### src/rtl/add_bit_pipe_if.sv
// Handshake and data bundle for the add_bit_pipe datapath.
// Upstream drives operands, downstream drives i_ready.
interface add_bit_pipe_if #(
  parameter int M = 8,
  parameter int K = 8
);
  logic         i_valid;
  logic         o_ready;
  logic [2:0]   i_op;
  logic [M-1:0] i_arg_A;
  logic [M-1:0] i_arg_B;
  logic         i_acc_clr;
  logic         o_valid;
  logic         i_ready;
  logic [K-1:0] cache_result;
  logic [3:0]   cache_status;

  modport slave (
    input  i_valid, i_op, i_arg_A, i_arg_B,
    input  i_acc_clr, i_ready,
    output o_ready, o_valid,
    output cache_result, cache_status
  );

  modport master (
    output i_valid, i_op, i_arg_A, i_arg_B,
    output i_acc_clr, i_ready,
    input  o_ready, o_valid,
    input  cache_result, cache_status
  );
endinterface

### src/rtl/add_bit_pipe.sv
// Pipelined add/sub with bit clear/set/toggle and accumulator.
// Two register stages, valid/ready on both sides.
module add_bit_pipe #(
  parameter int M   = 8,
  parameter int K   = 8,
  parameter int SAT = 0
) (
  input logic i_clk,
  input logic i_rst_n,
  add_bit_pipe_if.slave bus
);
  typedef enum logic [1:0] {
    C_OK, C_OVF, C_IDX, C_ILL
  } cls_t;

  localparam logic [M-1:0] ONE    = M'(1);
  localparam logic [M-1:0] MAXIDX = M'(M-1);
  localparam logic [M-1:0] SMAX   = {1'b0, {(M-1){1'b1}}};
  localparam logic [M-1:0] SMIN   = {1'b1, {(M-1){1'b0}}};

  logic [M-1:0] acc;
  logic [M-1:0] opx;
  logic [M-1:0] b;
  logic [M-1:0] mask;
  logic [M-1:0] sum_m;
  logic [M-1:0] bit_res;
  logic [M-1:0] res;
  logic [M-1:0] s1_res;
  logic [M:0]   sum;
  logic [3:0]   status;
  logic         s1_valid;
  logic         s2_load;
  logic         accept;
  logic         ovf;
  logic         in_rng;
  logic         acc_op;
  logic         illegal;
  logic         zero;
  cls_t         cls;
  cls_t         s1_cls;

  assign s2_load     = !bus.o_valid || bus.i_ready;
  assign bus.o_ready = !s1_valid || s2_load;
  assign accept      = bus.i_valid && bus.o_ready;

  always_comb begin
    b       = bus.i_arg_B;
    acc_op  = bus.i_op == 3'b100;
    illegal = bus.i_op > 3'b100;
    opx     = acc_op ? acc : bus.i_arg_A;
    if (bus.i_op == 3'b001)
      sum = {opx[M-1], opx} - {b[M-1], b};
    else
      sum = {opx[M-1], opx} + {b[M-1], b};
    sum_m  = sum[M-1:0];
    ovf    = sum[M] ^ sum[M-1];
    in_rng = !b[M-1] && (b <= MAXIDX);
    mask   = ONE << b;
    unique case (1'b1)
      (bus.i_op == 3'b010): bit_res = sum_m | mask;
      (bus.i_op == 3'b011): bit_res = sum_m ^ mask;
      default:              bit_res = sum_m & ~mask;
    endcase
    // error classes are checked in status priority order
    if (illegal) begin
      cls = C_ILL;
      res = '0;
    end else if (ovf) begin
      cls = C_OVF;
      res = (SAT != 0) ? (sum[M] ? SMIN : SMAX) : '0;
    end else if (!in_rng) begin
      cls = C_IDX;
      res = sum_m;
    end else begin
      cls = C_OK;
      res = bit_res;
    end
  end

  always_comb begin
    zero = s1_res == '0;
    unique case (s1_cls)
      C_ILL:   status = 4'b1100;
      C_OVF:   status = 4'b1001;
      C_IDX:   status = 4'b1010;
      default: status = zero ? 4'b0100 : 4'b0000;
    endcase
  end

  always_ff @(posedge i_clk or negedge i_rst_n) begin
    if (!i_rst_n) begin
      acc <= '0;
    end else if (bus.i_acc_clr) begin
      acc <= '0;
    end else if (accept && acc_op && cls == C_OK) begin
      acc <= res;
    end
  end

  always_ff @(posedge i_clk or negedge i_rst_n) begin
    if (!i_rst_n) begin
      s1_valid <= 1'b0;
      s1_res   <= '0;
      s1_cls   <= C_OK;
    end else if (bus.o_ready) begin
      s1_valid <= bus.i_valid;
      if (bus.i_valid) begin
        s1_res <= res;
        s1_cls <= cls;
      end
    end
  end

  always_ff @(posedge i_clk or negedge i_rst_n) begin
    if (!i_rst_n) begin
      bus.o_valid      <= 1'b0;
      bus.cache_result <= '0;
      bus.cache_status <= '0;
    end else if (s2_load) begin
      bus.o_valid <= s1_valid;
      if (s1_valid) begin
        bus.cache_result <= K'($signed(s1_res));
        bus.cache_status <= status;
      end
    end
  end
endmodule
### src/flat_wrapper.sv
// flat-port wrapper written by rule: the top's interface ports become plain ports
module add_bit_pipe_flat 
#(
  parameter int M   = 8,
  parameter int K   = 8,
  parameter int SAT = 0
)
  (i_clk, i_rst_n, bus_i_valid, bus_i_op, bus_i_arg_A, bus_i_arg_B, bus_i_acc_clr, bus_i_ready, bus_o_ready, bus_o_valid, bus_cache_result, bus_cache_status);
  add_bit_pipe_if #(.M(M), .K(K)) bus_i ();
  input logic i_clk;
  input logic i_rst_n;
  input wire logic [$bits(bus_i.i_valid)-1:0] bus_i_valid;
  input wire logic [$bits(bus_i.i_op)-1:0] bus_i_op;
  input wire logic [$bits(bus_i.i_arg_A)-1:0] bus_i_arg_A;
  input wire logic [$bits(bus_i.i_arg_B)-1:0] bus_i_arg_B;
  input wire logic [$bits(bus_i.i_acc_clr)-1:0] bus_i_acc_clr;
  input wire logic [$bits(bus_i.i_ready)-1:0] bus_i_ready;
  output wire logic [$bits(bus_i.o_ready)-1:0] bus_o_ready;
  output wire logic [$bits(bus_i.o_valid)-1:0] bus_o_valid;
  output wire logic [$bits(bus_i.cache_result)-1:0] bus_cache_result;
  output wire logic [$bits(bus_i.cache_status)-1:0] bus_cache_status;
  assign bus_i.i_valid = bus_i_valid;
  assign bus_i.i_op = bus_i_op;
  assign bus_i.i_arg_A = bus_i_arg_A;
  assign bus_i.i_arg_B = bus_i_arg_B;
  assign bus_i.i_acc_clr = bus_i_acc_clr;
  assign bus_i.i_ready = bus_i_ready;
  assign bus_o_ready = bus_i.o_ready;
  assign bus_o_valid = bus_i.o_valid;
  assign bus_cache_result = bus_i.cache_result;
  assign bus_cache_status = bus_i.cache_status;
  add_bit_pipe #(.M(M), .K(K), .SAT(SAT)) u_core (.i_clk(i_clk), .i_rst_n(i_rst_n), .bus(bus_i));
endmodule
### config.mk
export PLATFORM = sky130hd
export DESIGN_NAME = add_bit_pipe_flat
export DESIGN_NICKNAME = d
export VERILOG_FILES = /design/src/rtl/add_bit_pipe_if.sv /design/src/rtl/add_bit_pipe.sv /design/src/flat_wrapper.sv
export SDC_FILE = /design/constraint.sdc
export NUM_CORES = 1
export LEC_CHECK = 0
export ABC_AREA = 1
export CAP_MARGIN = 20
export CORE_MARGIN = 2
export CORE_UTILIZATION = 35
export CTS_CLUSTER_DIAMETER = 80
export DETAILED_ROUTE_END_ITERATION = 7
export SYNTH_ARGS = -nofsm -noshare
export SYNTH_HDL_FRONTEND = slang
export SYNTH_SLANG_ARGS = --single-unit
### constraint.sdc
create_clock -name i_clk -period 2.5 [get_ports i_clk]
set_input_delay 0.5 -clock i_clk [delete_from_list [all_inputs] [get_ports i_clk]]
set_output_delay 0.5 -clock i_clk [all_outputs]
set_load 0.005 [all_outputs]
==> metrics.md, run 1 <==
| Metric | Value |
|---|---|
| Synth area leaders | `dfrtp_1 (31%), nand2_1 (13%), ha_1 (12%)` |
| Setup TNS | `-5060 ps` |
| Power Density | `577 nW/um^2` |
| Non-filler instance count after layout | `547` |
| Vias in the first global route | `2510` |
| Yosys warns | `0` |
| Final net count | `497` |
| Largest net degree at the start of global routing | `33` |
| Req. time, crit path | `2700 ps` |
| Max stage delay on crit path | `310 ps` |
| Placed instance area | `3580 um^2` |
| Worst VDD drop | `0.000218 V` |
| Top delay family on crit path | `compound AO/OA/AOI/OAI gates` |
| PortBufs | `37` |
| GRT Resource Usage Total | `16.3%` |
| Critical Path Sink Type | `flop` |
| CTS root buf | `clkbuf_8` |
| Setup ws final | `-354 ps` |
| Crit-path max FO | `5` |
| Status | `finished, violations left` |
| CTS tree | `yes` |
| Max Used Layer | `met4` |
| Least-Margin Pin Slew | `497 ps` |
| Top Ports | `38` |
| Sequential area share after synthesis | `30.9%` |
| Clk_skew | `4.94 ps` |
| Slowest CP cell | `mux2_4` |
| Syn Inst Count | `344` |
| Area of the core | `7210 um^2` |
| DRC viols | `0` |
| Syn_nets | `394` |
| First-pass DRT Iterations | `4` |
| P_int | `0.00160 W` |
| Reg2reg path depth | `14` |
| Arr. time, crit path | `3050 ps` |
| Fmax | `350 MHz` |
| Cell mode on critical path | `o21ai_1` |
| Final Max Tran Viols | `0` |
| CP Buf/Inv Count | `2` |
| Switching Share | `34.4%` |
| Final WL | `6.85 mm` |
| CTS Buffer Depth | `2` |
| Yosys top cell area share | `30.9%` |
| HPWL after detailed placement | `5.10 mm` |
| DIE HEIGHT | `90.1 um` |
| Hold worst-path end | `u_core.bus.cache_result[6]` |
| Number of setup violations in the final report | `18` |
| Hold Fails Final Rpt | `0` |
| Worst hold start | `u_core.bus.cache_result[6]` |
| Iteration-0 DRC count of the detailed router | `55` |
| Cell Chain, Critical Path | `buf_8, nor2_4, nand2_4, buf_4, mux2_4, ha_4, a21oi_2, nand2_4, a21oi_4, xor2_2, ha_1, a22oi_2, o21ai_1, o21ai_1, nand3_2, o21ai_1` |
| Crit path launch type | `primary input` |
| Antenna violations before repair | `0` |
| H-tree levels | `2` |
| ANT nets after route | `0` |
| Worst slew margin | `66.7%` |
| WL met3 | `129 um` |
| Vias per cell | `4.74` |
| CTS Buf Count | `5` |
| Minimum clock period | `2850 ps` |
| Place WS | `-1230 ps` |
| Initial Utilization | `36.0%` |
| GRT overflow | `0` |
| Failing checks | `negative setup slack` |
| Die ar. | `8120 um^2` |
| Area growth syn-to-layout | `63.3%` |
| Via count | `2593` |
| Clock tree sinks | `32` |
| Routed len/inst | `12.5 um` |
| Synth cell types | `34` |
| Net load switching power | `0.000840 W` |
| RSZ-0062 raised after global routing | `true` |
| Worst skew pair latency | `270 ps` |
| Flop pwr share | `27.8%` |
| Reg2reg end | `u_core.acc[6]` |
| Leak | `1.98 nW` |
| WL met1 | `2.99 mm` |
| GP Congestion | `0.862` |
| Reg clk slew, reported paths | `70 ps` |
| Final period util | `114%` |
| #FFs+latches synth | `32` |
| Total inserted antenna cells | `0` |
| Rows | `31` |
| Total Power | `0.00244 W` |
| Mapped Area | `2590 um^2` |
| First-pass GRT wire length | `11.0 mm` |
| Max cap viols | `0` |
| Placed instance count | `524` |
| Worst min-delay path category | `reg -> reg` |
| R2r setup slk | `-190 ps` |
| Fraction of layout cells with a size suffix above 1 | `42.2%` |
| Worst setup path class | `in -> reg` |
| Worst Hold Depth | `2` |
| Synth area leader | `dfrtp_1` |
| Mapped Avg Cell Area | `7.54 um^2` |
| Routed wl met2 | `3.70 mm` |
| RR Startpoint | `u_core.acc[0]` |
| Final instance area | `4240 um^2` |
| Die width | `90.1 um` |
| Logic pwr share | `50.6%` |
| Clock Power Share | `21.6%` |
logic make-up after synthesis:
kind of cell	count (synthesis)	synth area share, %
AND/OR/NAND/NOR	160	29.5
AO/OA/AOI/OAI	57	12.6
buffers and inverters	53	8.15
flip-flops	32	30.9
adder cells (fa/ha/maj)	26	12.8
XOR/XNOR	9	3.04
multiplexers	7	2.99
worst min-delay path: cells and delay by family, from the launching register on:
| kind | cells | cell delay (ps) |
|---|---|---|
| flip-flops | 1 | 340 |
| AND/OR/NAND/NOR | 2 | 100 |
state kept, by name, indices dropped and copies added (netlist names):
| register | flops |
|---|---|
| u_core.bus.cache_result | 8 |
| u_core.bus.cache_status | 4 |
| u_core.s1_valid | 1 |
| u_core.acc | 8 |
| u_core.s1_res | 8 |
| u_core.s1_cls | 2 |
| u_core.bus.o_valid | 1 |
metal layers:
metal  global-route usage [%]  vias to the layer above
met1                     19.0                     1209
met2                     31.2                       30
met4                     4.36                        0
met3                     1.93                        2
li1                         -                     1352
met5                        0                        -
cells in the mapped netlist:
library cell,number
inv_1,36
o22ai_1,1
mux2i_1,1
nand3_1,24
buf_8,1
ha_1,25
nand2_4,2
nand3_2,13
dfrtp_1,32
a21oi_1,9
nand2_2,5
inv_2,8
o21bai_1,1
nor3_1,8
nor2_1,13
o2111ai_1,3
a22o_1,1
nand4_2,1
nand2_1,91
mux2_2,6
o21ai_1,16
nor4_1,2
a21o_1,1
o221ai_1,3
clkbuf_1,6
clkinv_1,1
nor2_2,1
o31ai_1,1
xor2_1,9
clkinv_2,1
a22oi_1,2
o21ai_0,17
fa_1,1
a31oi_1,2
layout make-up:
cell class / instances / area [um^2]
timing repair buffer: 103 / 910
clock inverter: 1 / 30.0
inverter: 46 / 201
fill: 664 / 2980
clock buffer: 7 / 96.3
multi-input combinational: 259 / 2070
sequential: 32 / 801
tap: 99 / 124
cells in the final DEF, fill, tap and decap left out, drive strengths merged:
master / netlist / final
a21o: 1 / 1
a21oi: 9 / 9
a22o: 1 / 1
a22oi: 2 / 2
a31oi: 2 / 2
buf: 1 / 71
bufinv: 0 / 1
clkbuf: 6 / 9
clkdlybuf4s50: 0 / 27
clkinv: 2 / 2
dfrtp: 32 / 32
dlygate4sd2: 0 / 3
fa: 1 / 1
ha: 25 / 25
inv: 44 / 44
mux2: 6 / 6
mux2i: 1 / 1
nand2: 98 / 98
nand3: 37 / 37
nand4: 1 / 1
nor2: 14 / 14
nor3: 8 / 8
nor4: 2 / 2
o2111ai: 3 / 3
o21ai: 33 / 33
o21bai: 1 / 1
o221ai: 3 / 3
o22ai: 1 / 1
o31ai: 1 / 1
xor2: 9 / 9
through the flow:
| stage | hold slack (ps) | util [%] |
|---|---|---|
| after floorplan | 204 | - |
| final | 476 | 58.7 |
| after global routing | 505 | 58.7 |
| after global placement | 461 | 49.7 |
| after CTS | 482 | 54.5 |
| after detailed placement | 464 | 49.7 |
power groups by stage:
| stage | logic [W] | clock network [W] | registers [W] |
|---|---|---|---|
| floorplan | 0.000572 | 0 | 0.000689 |
| global placement | 0.000992 | 0 | 0.000687 |
| detailed placement | 0.00102 | 0 | 0.000689 |
| CTS | 0.00111 | 0.000542 | 0.000681 |
| global route | 0.00137 | 0.000567 | 0.000694 |
| finish | 0.00124 | 0.000528 | 0.000679 |
worst max-delay path by stage:
stage | from | endpoint | slack (ps) | cells past startpoint
6_report | bus_i_op[0] | u_core.acc[6] | -350 | 16
5_1_grt | bus_i_op[0] | u_core.acc[6] | -520 | 17
4_1_cts | bus_i_op[0] | u_core.acc[6] | -360 | 17
3_5_place_dp | bus_i_op[0] | u_core.acc[6] | -1230 | 17
3_3_place_gp | bus_i_op[0] | u_core.acc[6] | -1170 | 17
2_1_floorplan | bus_i_op[1] | u_core.acc[6] | -370 | 14
repair_timing:
| item | 4_1_cts | 5_1_grt |
|---|---|---|
| hold buffers | 0 | 0 |
| pin swaps | 31 | 48 |
| buffers inserted | 9 | 7 |
| setup endpoints to repair | 18 | 18 |
| resized for setup | 70 | 60 |
(Power assumes the default switching activity.)
==> run 2: changes to the inputs <==
==> constraint.sdc (replaced) <==
create_clock -name i_clk -period 2.5 [get_ports i_clk]
set_input_delay 0.5 -clock i_clk [delete_from_list [all_inputs] [get_ports i_clk]]
set_output_delay 0.5 -clock i_clk [all_outputs]
set_load 0.1 [all_outputs]
==> run 2 against run 1 <==
  * The run still ends with negative setup slack left
  * Combinational power up 39%
  * Register-to-register slack improved by 100 ps
  * Via count shrank 0.27%
  * Global-route usage increased by 0.93 points
  * Power up 14%
  * Design area shrank 2.1%
  * Critical path depth is 3 higher
  * Highest routed layer unchanged
==> metrics.md, run 2 (synthesized netlist as in run 1, its figures left out) <==
| Metric | Value |
|---|---|
| Status | `finished, violations left` |
| Failing checks | `negative setup slack` |
| WL met1 | `3.03 mm` |
| HPWL after detailed placement | `5.20 mm` |
| First-pass GRT wire length | `11.6 mm` |
| Fraction of layout cells with a size suffix above 1 | `46.3%` |
| Routed len/inst | `12.9 um` |
| GP Congestion | `0.759` |
| CTS root buf | `clkbuf_8` |
| R2r setup slk | `-90 ps` |
| Power Density | `669 nW/um^2` |
| Vias per cell | `4.72` |
| Total inserted antenna cells | `0` |
| Final instance area | `4150 um^2` |
| Least-Margin Pin Slew | `483 ps` |
| Crit-path max FO | `6` |
| RR Startpoint | `u_core.acc[0]` |
| Area of the core | `7210 um^2` |
| Switching Share | `47.9%` |
| Minimum clock period | `2820 ps` |
| Max cap viols | `0` |
| Worst skew pair latency | `280 ps` |
| Number of setup violations in the final report | `18` |
| H-tree levels | `2` |
| Setup ws final | `-320 ps` |
| Antenna violations before repair | `0` |
| Worst VDD drop | `0.000288 V` |
| Hold worst-path end | `u_core.bus.cache_result[7]` |
| ANT nets after route | `0` |
| Final WL | `7.09 mm` |
| Reg clk slew, reported paths | `60 ps` |
| Flop pwr share | `24.8%` |
| Biggest regs | `u_core.acc (8), u_core.bus.cache_result (8), u_core.s1_res (8)` |
| Net load switching power | `0.00133 W` |
| Placed instance area | `3520 um^2` |
| Clock tree sinks | `32` |
| Final net count | `499` |
| Crit path launch type | `primary input` |
| CTS Buffer Depth | `2` |
| Rows | `31` |
| Via count | `2586` |
| Critical Path Sink Type | `flop` |
| Register area | `801 um^2` |
| DIE HEIGHT | `90.1 um` |
| Hold Fails Final Rpt | `0` |
| DRC viols | `0` |
| Leak | `1.97 nW` |
| CTS tree | `yes` |
| Die width | `90.1 um` |
| Die ar. | `8120 um^2` |
| Setup TNS | `-4930 ps` |
| CTS Buf Count | `5` |
| Footprint of the multi-input gates | `2030 um^2` |
| Max Used Layer | `met4` |
| Commonest cells after routing, fill and taps aside | `nand2_1 (77), buf_4 (70), dfrtp_1 (32)` |
| Final period util | `113%` |
| GRT overflow | `0` |
| Worst slew margin | `67.7%` |
| Clock Power Share | `13.1%` |
| Worst Hold Depth | `2` |
| WL met3 | `167 um` |
| GRT Resource Usage Total | `17.2%` |
| Initial Utilization | `36.0%` |
| Req. time, crit path | `2710 ps` |
| Final Max Tran Viols | `0` |
| Top Ports | `38` |
| Worst min-delay path category | `reg -> reg` |
| Arr. time, crit path | `3030 ps` |
| Commonest non-fill, non-tap cell in the layout | `nand2_1` |
| Reg2reg path depth | `14` |
| Worst hold start | `u_core.bus.cache_result[7]` |
| Largest net degree at the start of global routing | `33` |
| PortBufs | `37` |
| First-pass DRT Iterations | `4` |
| # fillers | `659` |
| P_int | `0.00145 W` |
| Logic pwr share | `62.1%` |
| Iteration-0 DRC count of the detailed router | `75` |
| Worst setup path class | `in -> reg` |
| Area growth syn-to-layout | `59.8%` |
| Place WS | `-1180 ps` |
| Hold-fix buffers, CTS | `0` |
| Routed wl met2 | `3.76 mm` |
| Fmax | `355 MHz` |
| Vias in the first global route | `2542` |
| Reg2reg end | `u_core.acc[6]` |
| Clk_skew | `4.13 ps` |
| RSZ-0062 raised after global routing | `true` |
-- run 2: cell types whose count changed in the layout (fill, tap and decap cells not counted), moves of 3 or more --
cell	change
buf_4	+12
clkdlybuf4s50_1	-15
nand2_2	+3
nand2_4	-4
-- run 2: metal layers --
metal / vias to the layer above / GRT usage [%]
met3: 10 / 1.93
met4: 0 / 5.00
met2: 40 / 32.1
met5: - / 0
met1: 1191 / 20.7
li1: 1345 / -
-- run 2: worst max path at each step --
stage / start / endpoint
floorplan: bus_i_op[1] / u_core.acc[6]
global placement: bus_i_arg_B[1] / u_core.acc[6]
detailed placement: bus_i_arg_B[1] / u_core.acc[6]
CTS: bus_i_op[0] / u_core.acc[7]
global route: bus_i_op[0] / u_core.s1_res[7]
finish: bus_i_op[0] / u_core.acc[7]
-- run 2: stage by stage --
| step | util [%] | hold slack [ps] | std cells | total power (W) |
|---|---|---|---|---|
| 6_report | 57.5 | 481 | 548 | 0.00278 |
| 4_1_cts | 54.6 | 485 | 541 | 0.00267 |
| 2_1_floorplan | - | 204 | 344 | 0.00172 |
| 3_3_place_gp | 48.8 | 464 | 519 | 0.00210 |
| 3_5_place_dp | 48.8 | 467 | 519 | 0.00213 |
| 5_1_grt | 57.5 | 504 | 548 | 0.00294 |
-- run 2: power by group through the flow --
stage	clock network (W)	registers [W]	logic [W]
2_1_floorplan	0	0.00114	0.000585
3_3_place_gp	0	0.000692	0.00141
3_5_place_dp	0	0.000697	0.00144
4_1_cts	0.000372	0.000688	0.00161
5_1_grt	0.000392	0.000702	0.00185
6_report	0.000364	0.000687	0.00172
-- run 2: worst max-delay path, cell delays in order --
cell and delay, ps:
buf_8 100, nor2_4 120, nand2_4 100, buf_6 130, mux2_4 310, ha_4 310, buf_6 110, inv_4 30
nor3_4 180, nand2_2 100, nand2_2 80, nand2_1 60, nand2_2 100, ha_4 200, o221ai_2 110, o21ai_1 80
o21ai_1 160, nand3_2 100, o21ai_2 130
-- run 2: final cells by class --
type / instances / share of cell area (%)
clock buffers: 6 / 1.75
inverters: 46 / 4.98
multi-input cells: 259 / 48.9
flip-flops and latches: 32 / 19.3
clock inverters: 1 / 0.121
well taps: 99 / 2.99
repair buffers: 105 / 22.0
-- run 2: what timing repair did --
| item | CTS | global route |
|---|---|---|
| endpoints found under the hold margin | 0 | 0 |
| buffers inserted | 16 | 7 |
| pin swaps | 43 | 38 |
| resized for setup | 94 | 44 |
| gates cloned | 0 | 0 |
| endpoints found under the setup margin | 18 | 18 |
==> run 3: changes to the inputs <==
--- a/config.mk
+++ b/config.mk
@@ -11,6 +11,7 @@
 export CORE_UTILIZATION = 35
 export CTS_CLUSTER_DIAMETER = 80
 export DETAILED_ROUTE_END_ITERATION = 7
+export GPL_ROUTABILITY_DRIVEN = 0
 export SYNTH_ARGS = -nofsm -noshare
 export SYNTH_HDL_FRONTEND = slang
 export SYNTH_SLANG_ARGS = --single-unit
==> results of run 3 <==
No change in the layout: final DEF, timing and power equal those of run 2.
